[config.mk]
export PLATFORM = sky130hd
export DESIGN_NAME = cmd_issue_ctrl
export DESIGN_NICKNAME = d
export VERILOG_FILES = /design/src/rtl/sdhci_pkg.sv /design/src/rtl/cmd_issue_ctrl.sv
export SDC_FILE = /design/constraint.sdc
export NUM_CORES = 1
export LEC_CHECK = 0
export CAP_MARGIN = 20
export CORE_AREA = 2 2 140 142
export DETAILED_ROUTE_END_ITERATION = 10
export DIE_AREA = 0 0 142 144
export PLACE_DENSITY = 0.75
export SLEW_MARGIN = 30
export SYNTH_ARGS = -nofsm -noshare
export SYNTH_HDL_FRONTEND = slang
export SYNTH_SLANG_ARGS = --single-unit
[constraint.sdc]
create_clock -name clk_i -period 6.4 [get_ports clk_i]
set_input_delay 1.92 -clock clk_i [delete_from_list [all_inputs] [get_ports clk_i]]
set_output_delay 1.92 -clock clk_i [all_outputs]
set_load 0.05 [all_outputs]
[src/rtl/sdhci_pkg.sv]
// Shared SDHCI types: command index/argument, response type encoding,
// command-issue FSM states and Auto CMD12 error-status width.
package sdhci_pkg;

    typedef logic [5:0]  cmd_t;
    typedef logic [31:0] cmd_arg_t;

    // Encoding matches the Command register Response Type Select field.
    typedef enum logic [1:0] {
        NO_RESPONSE                   = 2'b00,
        RESPONSE_LENGTH_136           = 2'b01,
        RESPONSE_LENGTH_48            = 2'b10,
        RESPONSE_LENGTH_48_CHECK_BUSY = 2'b11
    } response_type_e;

    typedef enum logic [2:0] {
        IDLE,
        ISSUE,
        WAIT_RESULT,
        AUTO_ISSUE,
        AUTO_WAIT
    } cmd_issue_state_e;

    // Auto CMD12 error bits: {index, end bit, CRC, timeout, not-executed}.
    localparam int AUTO_CMD12_ERR_W = 5;

endpackage

[src/rtl/cmd_issue_ctrl.sv]
// Host-side command sequencer: turns Command-register writes into a
// valid/ready request toward cmd_logic, owns Command Inhibit (CMD), builds
// the 128-bit Response register image and raises status pulses.
// Optional macro SDHCI_AUTO_CMD12_EN adds automatic CMD12 after transfers.
module cmd_issue_ctrl
    import sdhci_pkg::*;
#(
    parameter cmd_t AutoCmdIdx = 6'd12
) (
    input  logic                        clk_i,
    input  logic                        rst_i,
    // Command register interface
    input  logic                        cmd_reg_wr_i,
    input  logic [5:0]                  cmd_index_i,
    input  logic                        cmd_abort_i,
    input  logic                        data_present_i,
    input  logic                        index_check_en_i,
    input  logic                        crc_check_en_i,
    input  response_type_e              response_type_i,
    input  logic [31:0]                 argument_i,
    input  logic                        dat_inhibit_i,
    output logic                        cmd_inhibit_o,
    // Request toward cmd_logic
    output logic [5:0]                  cmd_o,
    output logic [31:0]                 cmd_arg_o,
    output response_type_e              response_type_o,
    output logic                        cmd_valid_o,
    input  logic                        cmd_ready_i,
    // Results from cmd_logic
    input  logic                        cmd_done_i,
    input  logic                        cmd_result_valid_i,
    input  logic [119:0]                rsp_i,
    input  logic                        index_error_i,
    input  logic                        end_bit_error_i,
    input  logic                        crc_error_i,
    input  logic                        timeout_error_i,
    // Response register and status pulses
    output logic [127:0]                response_o,
    output logic                        cmd_complete_o,
    output logic                        cmd_timeout_err_o,
    output logic                        cmd_crc_err_o,
    output logic                        cmd_end_bit_err_o,
    output logic                        cmd_index_err_o,
    // Auto CMD12
    input  logic                        xfer_done_i,
    input  logic                        auto_cmd12_en_i,
    output logic [AUTO_CMD12_ERR_W-1:0] auto_cmd12_err_o,
    output logic                        auto_cmd12_done_o
);

    cmd_issue_state_e state_q, state_d;

    cmd_t           cmd_q;
    cmd_arg_t       arg_q;
    response_type_e rtype_q;
    logic           idx_chk_q;
    logic           crc_chk_q;
    logic           auto_pend;

    logic           dat_guard;
    logic           wr_ok;
    logic           accept;
    logic           std_done;
    logic           std_rsp;
    logic           std_tmo;
    logic           auto_start;
    logic           auto_skip;
    logic           auto_rsp;
    logic           auto_tmo;
    logic [127:0]   response_d;

    assign cmd_o           = cmd_q;
    assign cmd_arg_o       = arg_q;
    assign response_type_o = rtype_q;

    // Commands that use DAT (data or busy) must wait for the data path,
    // unless they are the Abort command meant to stop it.
    assign dat_guard = (data_present_i || response_type_i == RESPONSE_LENGTH_48_CHECK_BUSY)
                       && dat_inhibit_i && !cmd_abort_i;
    assign wr_ok     = cmd_reg_wr_i && !cmd_inhibit_o && !dat_guard;

    // State register; reset lands in IDLE so valid/inhibit drop immediately.
    always_ff @(posedge clk_i or posedge rst_i) begin
        if (rst_i) begin
            state_q <= IDLE;
        end else begin
            // NOTE: sequential state always uses non-blocking assignments so
            // every flop samples pre-edge values regardless of block order.
            state_q <= state_d;
        end
    end

    // Next-state logic plus the one-cycle event strobes the datapath consumes.
    always_comb begin
        // NOTE: every combinational output gets a default first so no path
        // through the case leaves it unassigned and infers a latch.
        state_d    = state_q;
        accept     = 1'b0;
        std_done   = 1'b0;
        std_rsp    = 1'b0;
        std_tmo    = 1'b0;
        auto_start = 1'b0;
        auto_skip  = 1'b0;
        auto_rsp   = 1'b0;
        auto_tmo   = 1'b0;
        unique case (state_q)
            IDLE: begin
                // A pending Auto CMD12 has priority; a coincident write is dropped.
                if (auto_pend) begin
                    if (dat_inhibit_i) begin
                        auto_start = 1'b1;
                        state_d    = AUTO_ISSUE;
                    end else begin
                        auto_skip = 1'b1;
                    end
                end else if (wr_ok) begin
                    accept  = 1'b1;
                    state_d = ISSUE;
                end
            end
            ISSUE: begin
                if (cmd_ready_i) state_d = WAIT_RESULT;
            end
            WAIT_RESULT: begin
                if (rtype_q == NO_RESPONSE) begin
                    std_done = cmd_done_i;
                end else if (cmd_result_valid_i) begin
                    std_done = 1'b1;
                    std_rsp  = 1'b1;
                end else if (timeout_error_i) begin
                    std_done = 1'b1;
                    std_tmo  = 1'b1;
                end
                if (std_done) state_d = IDLE;
            end
            AUTO_ISSUE: begin
                if (cmd_ready_i) state_d = AUTO_WAIT;
            end
            AUTO_WAIT: begin
                if (cmd_result_valid_i) begin
                    auto_rsp = 1'b1;
                    state_d  = IDLE;
                end else if (timeout_error_i) begin
                    auto_tmo = 1'b1;
                    state_d  = IDLE;
                end
            end
            default: state_d = IDLE;
        endcase
    end

    // Request handshake and Command Inhibit follow the state directly.
    always_comb begin
        cmd_valid_o   = (state_q == ISSUE) || (state_q == AUTO_ISSUE);
        cmd_inhibit_o = (state_q != IDLE);
    end

    // Response register mapping: R2 fills 119:0, 48-bit types only 31:0,
    // and the Auto CMD12 response lands in the top word.
    always_comb begin
        response_d = response_o;
`ifdef SDHCI_AUTO_CMD12_EN
        if (state_q == AUTO_WAIT) begin
            response_d[127:96] = rsp_i[31:0];
        end else
`endif
        if (rtype_q == RESPONSE_LENGTH_136) begin
            response_d = {8'h00, rsp_i};
        end else begin
            response_d[31:0] = rsp_i[31:0];
        end
    end

    // Command payload latch, response image and software-command status pulses.
    always_ff @(posedge clk_i or posedge rst_i) begin
        if (rst_i) begin
            cmd_q             <= '0;
            arg_q             <= '0;
            rtype_q           <= NO_RESPONSE;
            idx_chk_q         <= 1'b0;
            crc_chk_q         <= 1'b0;
            response_o        <= '0;
            cmd_complete_o    <= 1'b0;
            cmd_timeout_err_o <= 1'b0;
            cmd_crc_err_o     <= 1'b0;
            cmd_end_bit_err_o <= 1'b0;
            cmd_index_err_o   <= 1'b0;
        end else begin
            cmd_complete_o    <= std_done;
            cmd_timeout_err_o <= std_tmo;
            cmd_crc_err_o     <= std_rsp & crc_error_i & crc_chk_q;
            cmd_end_bit_err_o <= std_rsp & end_bit_error_i;
            cmd_index_err_o   <= std_rsp & index_error_i & idx_chk_q;

            if (accept) begin
                cmd_q     <= cmd_index_i;
                arg_q     <= argument_i;
                rtype_q   <= response_type_i;
                idx_chk_q <= index_check_en_i;
                crc_chk_q <= crc_check_en_i;
            end
`ifdef SDHCI_AUTO_CMD12_EN
            else if (auto_start) begin
                cmd_q   <= AutoCmdIdx;
                arg_q   <= '0;
                rtype_q <= RESPONSE_LENGTH_48_CHECK_BUSY;
            end

            if (std_rsp || auto_rsp) response_o <= response_d;
`else
            if (std_rsp) response_o <= response_d;
`endif
        end
    end

`ifdef SDHCI_AUTO_CMD12_EN
    // Auto CMD12 pending flag, error status (held until the next one) and done pulse.
    always_ff @(posedge clk_i or posedge rst_i) begin
        if (rst_i) begin
            auto_pend         <= 1'b0;
            auto_cmd12_err_o  <= '0;
            auto_cmd12_done_o <= 1'b0;
        end else begin
            auto_cmd12_done_o <= auto_rsp | auto_tmo;

            if (auto_start || auto_skip) begin
                auto_pend <= 1'b0;
            end else if (xfer_done_i && auto_cmd12_en_i) begin
                auto_pend <= 1'b1;
            end

            if (auto_start) begin
                auto_cmd12_err_o <= '0;
            end else if (auto_skip) begin
                auto_cmd12_err_o <= AUTO_CMD12_ERR_W'(5'b00001);
            end else if (auto_rsp) begin
                auto_cmd12_err_o <= {index_error_i, end_bit_error_i, crc_error_i, 2'b00};
            end else if (auto_tmo) begin
                auto_cmd12_err_o <= AUTO_CMD12_ERR_W'(5'b00010);
            end
        end
    end
`else
    // Without the feature the flag never sets and the auto outputs stay low.
    logic unused_auto;
    assign auto_pend         = 1'b0;
    assign auto_cmd12_err_o  = '0;
    assign auto_cmd12_done_o = 1'b0;
    assign unused_auto       = xfer_done_i ^ auto_cmd12_en_i ^ (^AutoCmdIdx)
                               ^ auto_start ^ auto_skip ^ auto_rsp ^ auto_tmo;
`endif

endmodule
Word level (Yosys, flattened, before mapping)
Index checks and enable logic that the tools add are counted.

Flip-flop bits (word level): 170. Bits of input ports: 177. Output and inout bits: 181. Logic and storage cells: 63.

Eq/ne operators: 11. Multiplexer cells: 20. Bitwise logic cells: 5. Reductions and logical operators: 14.

Operators with widths (number): $mux 3 (6); $pmux 3 s5 (1); $mux 1 (13); $ne 2x2->1 const B (4); $eq 3x2->1 const B (2); $and 1x1->1 (5); $reduce_and 5->1 (1); $logic_and 1x1->1 (4); $eq 3x1->1 const B (1); $eq 3x3->1 const B (1); $logic_not 1->1 (3); $logic_not 3->1 (1); $ne 3x3->1 const B (1); $reduce_bool 3->1 (1); $eq 2x1->1 const B (1); $eq 2x2->1 const B (1); $logic_not 2->1 (1); $logic_or 1x1->1 (2); $reduce_and 2->1 (1).

Longest topological paths before layout
Depth after elaboration: 8. Gate-level depth with buffers: 5. Mapped depth without buffers: 3.

Least setup slack after synthesis
Ideal clock, no wire load.

Path type: input to register. From: input cmd_result_valid_i. To: register response_o[66]. Library setup time: 125 ps. Arrival time: 3062 ps. Required time: 6275 ps. Setup slack: 3213 ps. Stages on the path: 5. Path buffers: 2. Cells stage by stage: nand4b_1 -> nor3_2 -> buf_2 -> buf_2 -> mux2_2.

Word-level cells in the longest chain between the ends: 4.

Ends and longest elaborated chain: from (decl) (RTL line cmd_issue_ctrl.sv:31) `input logic cmd_result_valid_i,`; $mux 1 (RTL line cmd_issue_ctrl.sv:127) `end else if (cmd_result_valid_i) begin`; $mux 1 (RTL line cmd_issue_ctrl.sv:125) `if (rtype_q == NO_RESPONSE) begin`; $mux 1 (RTL line cmd_issue_ctrl.sv:106) `unique case (state_q)`; $reduce_and 2->1 (no source line); to (signal assigned) (RTL line cmd_issue_ctrl.sv:211) `if (std_rsp) response_o <= response_d;`; to (decl) (RTL line cmd_issue_ctrl.sv:38) `output logic [127:0] response_o,`.

No other way between the ends. A chain may end at the register's enable or synchronous reset.

Final worst setup path
From: register state_q[2]. To: output cmd_inhibit_o.

Word-level cells in the longest chain between the ends: 1.

Ends and longest elaborated chain: from (decl) (RTL line cmd_issue_ctrl.sv:51) `cmd_issue_state_e state_q, state_d;`; from (signal assigned) (RTL line cmd_issue_ctrl.sv:89) `state_q <= state_d;`; $reduce_bool 3->1 (RTL line cmd_issue_ctrl.sv:155) `cmd_inhibit_o = (state_q != IDLE);`; to (decl) (RTL line cmd_issue_ctrl.sv:22) `output logic cmd_inhibit_o,`.

No other way between the ends.

==> run_results.csv <==
group,metric,value,unit
synthesis,synth_area_per_cell,16.5,sq um
placed_design,gp_congestion,0.743,
critical_path,cpPeakStageDelay,0.72,ns
critical_path,path_cells,"nor3_1 -> inv_1 -> clkdlybuf4s50_1",
critical_path,cp-start-kind,"register",
detailed_routing,drt_iter0_drc,100,
timing,min_period_over_period,63.6,%
detailed_routing,drt_drc_violations_left,0,
critical_path,crit_fanout,8,
job,maxCapViolations,0,
clocking,insertion_delay,0.42,ns
synthesis,synthesis.area,6500,sq um
clocking,cts_tree,"done",
synthesis,ys_ff_latch,170,
synthesis,synthCells,394,
placed_design,placed_cells,961,
placed_design,port_buffers,341,
synthesis,netlist.top_cell.by_area,"dfrtp_1",
timing,final.setup.tns,0,ns
floorplanning,pin_count,358,
cells_and_area,final_common_cell,"clkdlybuf4s50_1",
global_route,grt.overflow.total,0,
detailed_routing,drtPass1Iterations,4,
synthesis,yosysTopAreaCellShare,65.4,%
synthesis,yosysSeqAreaShare,65.4,%
critical_path,r2r_cells,4,
critical_path,crit_path_end_kind,"primary output",
detailed_routing,vias_per_cell,4.57,
clocking,clock_path_buffers,2,
global_route,grt_start_max_net_pins,89,
clocking,cts.clk_slew.worst_paths,0.07,ns
hold_path,hold_depth,1,
floorplanning,start_util,34.1,%
placed_design,hpwlAfterDp,13.0,mm
detailed_routing,wl_per_cell,17.1,um
synthesis,async_flop_share,100,%
clocking,cts-resized-gates,0,
floorplanning,die_h,144,um
cells_and_area,nNetsFinal,919,
floorplanning,die_area,20400,sq um
detailed_routing,ant_nets,0,
critical_path,criticalPathCategory,"reg2out",
floorplanning,row_count,51,
critical_path,cp.buffers_inverters,2,
global_route,grt_pass1_vias,4992,
clocking,cts_max_level,4,
power_and_ir_drop,p_leak,4.59,nW
timing,slew-limit-headroom,43.9,%
timing,fin_crit,4.07,ns
power_and_ir_drop,powerDensity,610,nW/um^2
synthesis,synthFlopType,"dfrtp_1",
cells_and_area,synthToLayoutAreaGrowth,65.6,%
floorplanning,core,19100,sq um
synthesis,synth_warnings,0,
timing,hold_viol,0,
critical_path,crit_family,"buffers and inverters",
cells_and_area,layoutNonFillerInstCount,993,
global_route,grt_util_all_layers,16.4,%
power_and_ir_drop,max-vdd-ir-drop,0.000399,V
detailed_routing,routed_wirelength,17.0,mm
global_route,antenna_found_initial,0,
timing,finalMaxSlewViolations,0,
critical_path,critical_path_depth,3,
cells_and_area,layout_common_cells,"clkdlybuf4s50_1 (341), dfrtp_1 (170), mux2_2 (161)",
clocking,cts.sinks,170,
timing,worst_pin_slew,0.842,ns
clocking,clk_root_buffer_cell,"clkbuf_16",
timing,clock.fmax,246,MHz
critical_path,worstPathRequired,4.48,ns
clocking,post_cts_buffers,0,
floorplanning,fp.dieW,142,um
timing,fin_skew,0.00566,ns
synthesis,synth_cell_type_count,28,
global_route,grt_pass1_wl,26.0,mm
synthesis,synth_area_leaders,"dfrtp_1 (65%), mux2_2 (28%), buf_4 (1.6%)",
timing,rsz0062_at_grt,"no",
hold_path,hold_class,"reg2reg",
clocking,numCtsBuffers,17,
detailed_routing,vias,4534,
critical_path,arrival,2.15,ns
synthesis,synth_edf_count,0,
clocking,cts_hold_buf,0,
critical_path,crit_slowest_cell,"clkdlybuf4s50_1",
cells_and_area,diodes,0,
timing,setup_viol,0,
cells_and_area,drive_gt1_share,27.0,%
status,status,"completed",
==> final timing paths <==
kind | startpoint | endpoint | slack, ns
max in group asynchronous | rst_i | response_o[26] | 3.62
min in group asynchronous | rst_i | response_o[96] | 1.88
hold / removal | idx_chk_q | idx_chk_q | 0.50
setup reg to reg | response_type_o[1] | response_o[59] | 4.32
setup / recovery | state_q[2] | cmd_inhibit_o | 2.33
hold reg to reg | idx_chk_q | idx_chk_q | 0.50
==> cells in the mapped netlist, types with 2 or more instances <==
cell type / instances
o21ai_0: 3
buf_6: 3
o31a_1: 2
nand2_1: 2
buf_2: 13
mux2_2: 161
inv_1: 4
dfrtp_1: 170
buf_4: 14
and3_1: 2
nand2b_1: 3
==> kinds of logic after synthesis <==
group | Yosys count | share of synthesized area, %
other | 1 | 0.0577
muxes | 162 | 28.1
DFF | 170 | 65.4
buffers and inverters | 35 | 3.44
AOI/OAI and AO/OA | 7 | 0.827
and+or+nand+nor | 19 | 2.19
==> worst reg2reg max path: cells and delay by family, from the launching register on <==
family                 cells  cell delay [ns]
multiplexers               1             0.56
flip-flops                 1             0.43
buffers and inverters      1             0.57
AND/OR/NAND/NOR            2             0.41
==> sequential cells by signal (all words and copies together) (netlist names), 2 cells and up <==
register and cells:
cmd_arg_o 32, response_o 120, response_type_o 2, cmd_o 6, state_q 3
==> where the power goes <==
group	total (mW)	switching [mW]	internal [mW]	leakage, nW
sequential	1.85	0.274	1.58	2.12
clock	1.07	0.448	0.621	0.304
combinational	3.65	2.30	1.35	2.16
total	6.57	3.03	3.54	4.59
==> layout make-up <==
type,instances,area [sq um]
Timing Repair Buffer,347,3490
Clock buffer,20,467
Tap cell,238,298
Sequential cell,170,4250
Fill cell,1523,8310
Inverter,4,18.8
Multi-Input combinational cell,202,2090
Clock inverter,12,156
==> metal layers <==
| layer | routed length, um | vias up | GRT usage, % |
|---|---|---|---|
| met5 | 0 | - | 0 |
| met4 | 420 | 0 | 5.58 |
| met3 | 1600 | 25 | 7.52 |
| met2 | 8810 | 223 | 29.0 |
| met1 | 6180 | 2234 | 17.4 |
| li1 | - | 2052 | - |
==> through the flow <==
stage / cell area, sq um / utilization (%) / hold WS (ns) / setup slack, ns / power (mW)
final: 10800 / 56.4 / 0.503 / 2.33 / 6.57
after floorplan: 6560 / - / 0.471 / 2.31 / 4.22
after CTS: 10800 / 56.4 / 0.505 / 2.28 / 6.64
after detailed placement: 10100 / 53.2 / 0.489 / 2.28 / 5.55
after global placement: 10100 / 53.1 / 0.475 / 2.20 / 5.46
after global routing: 10800 / 56.4 / 0.518 / 2.18 / 6.85
Power figures use the tool's default switching activity.
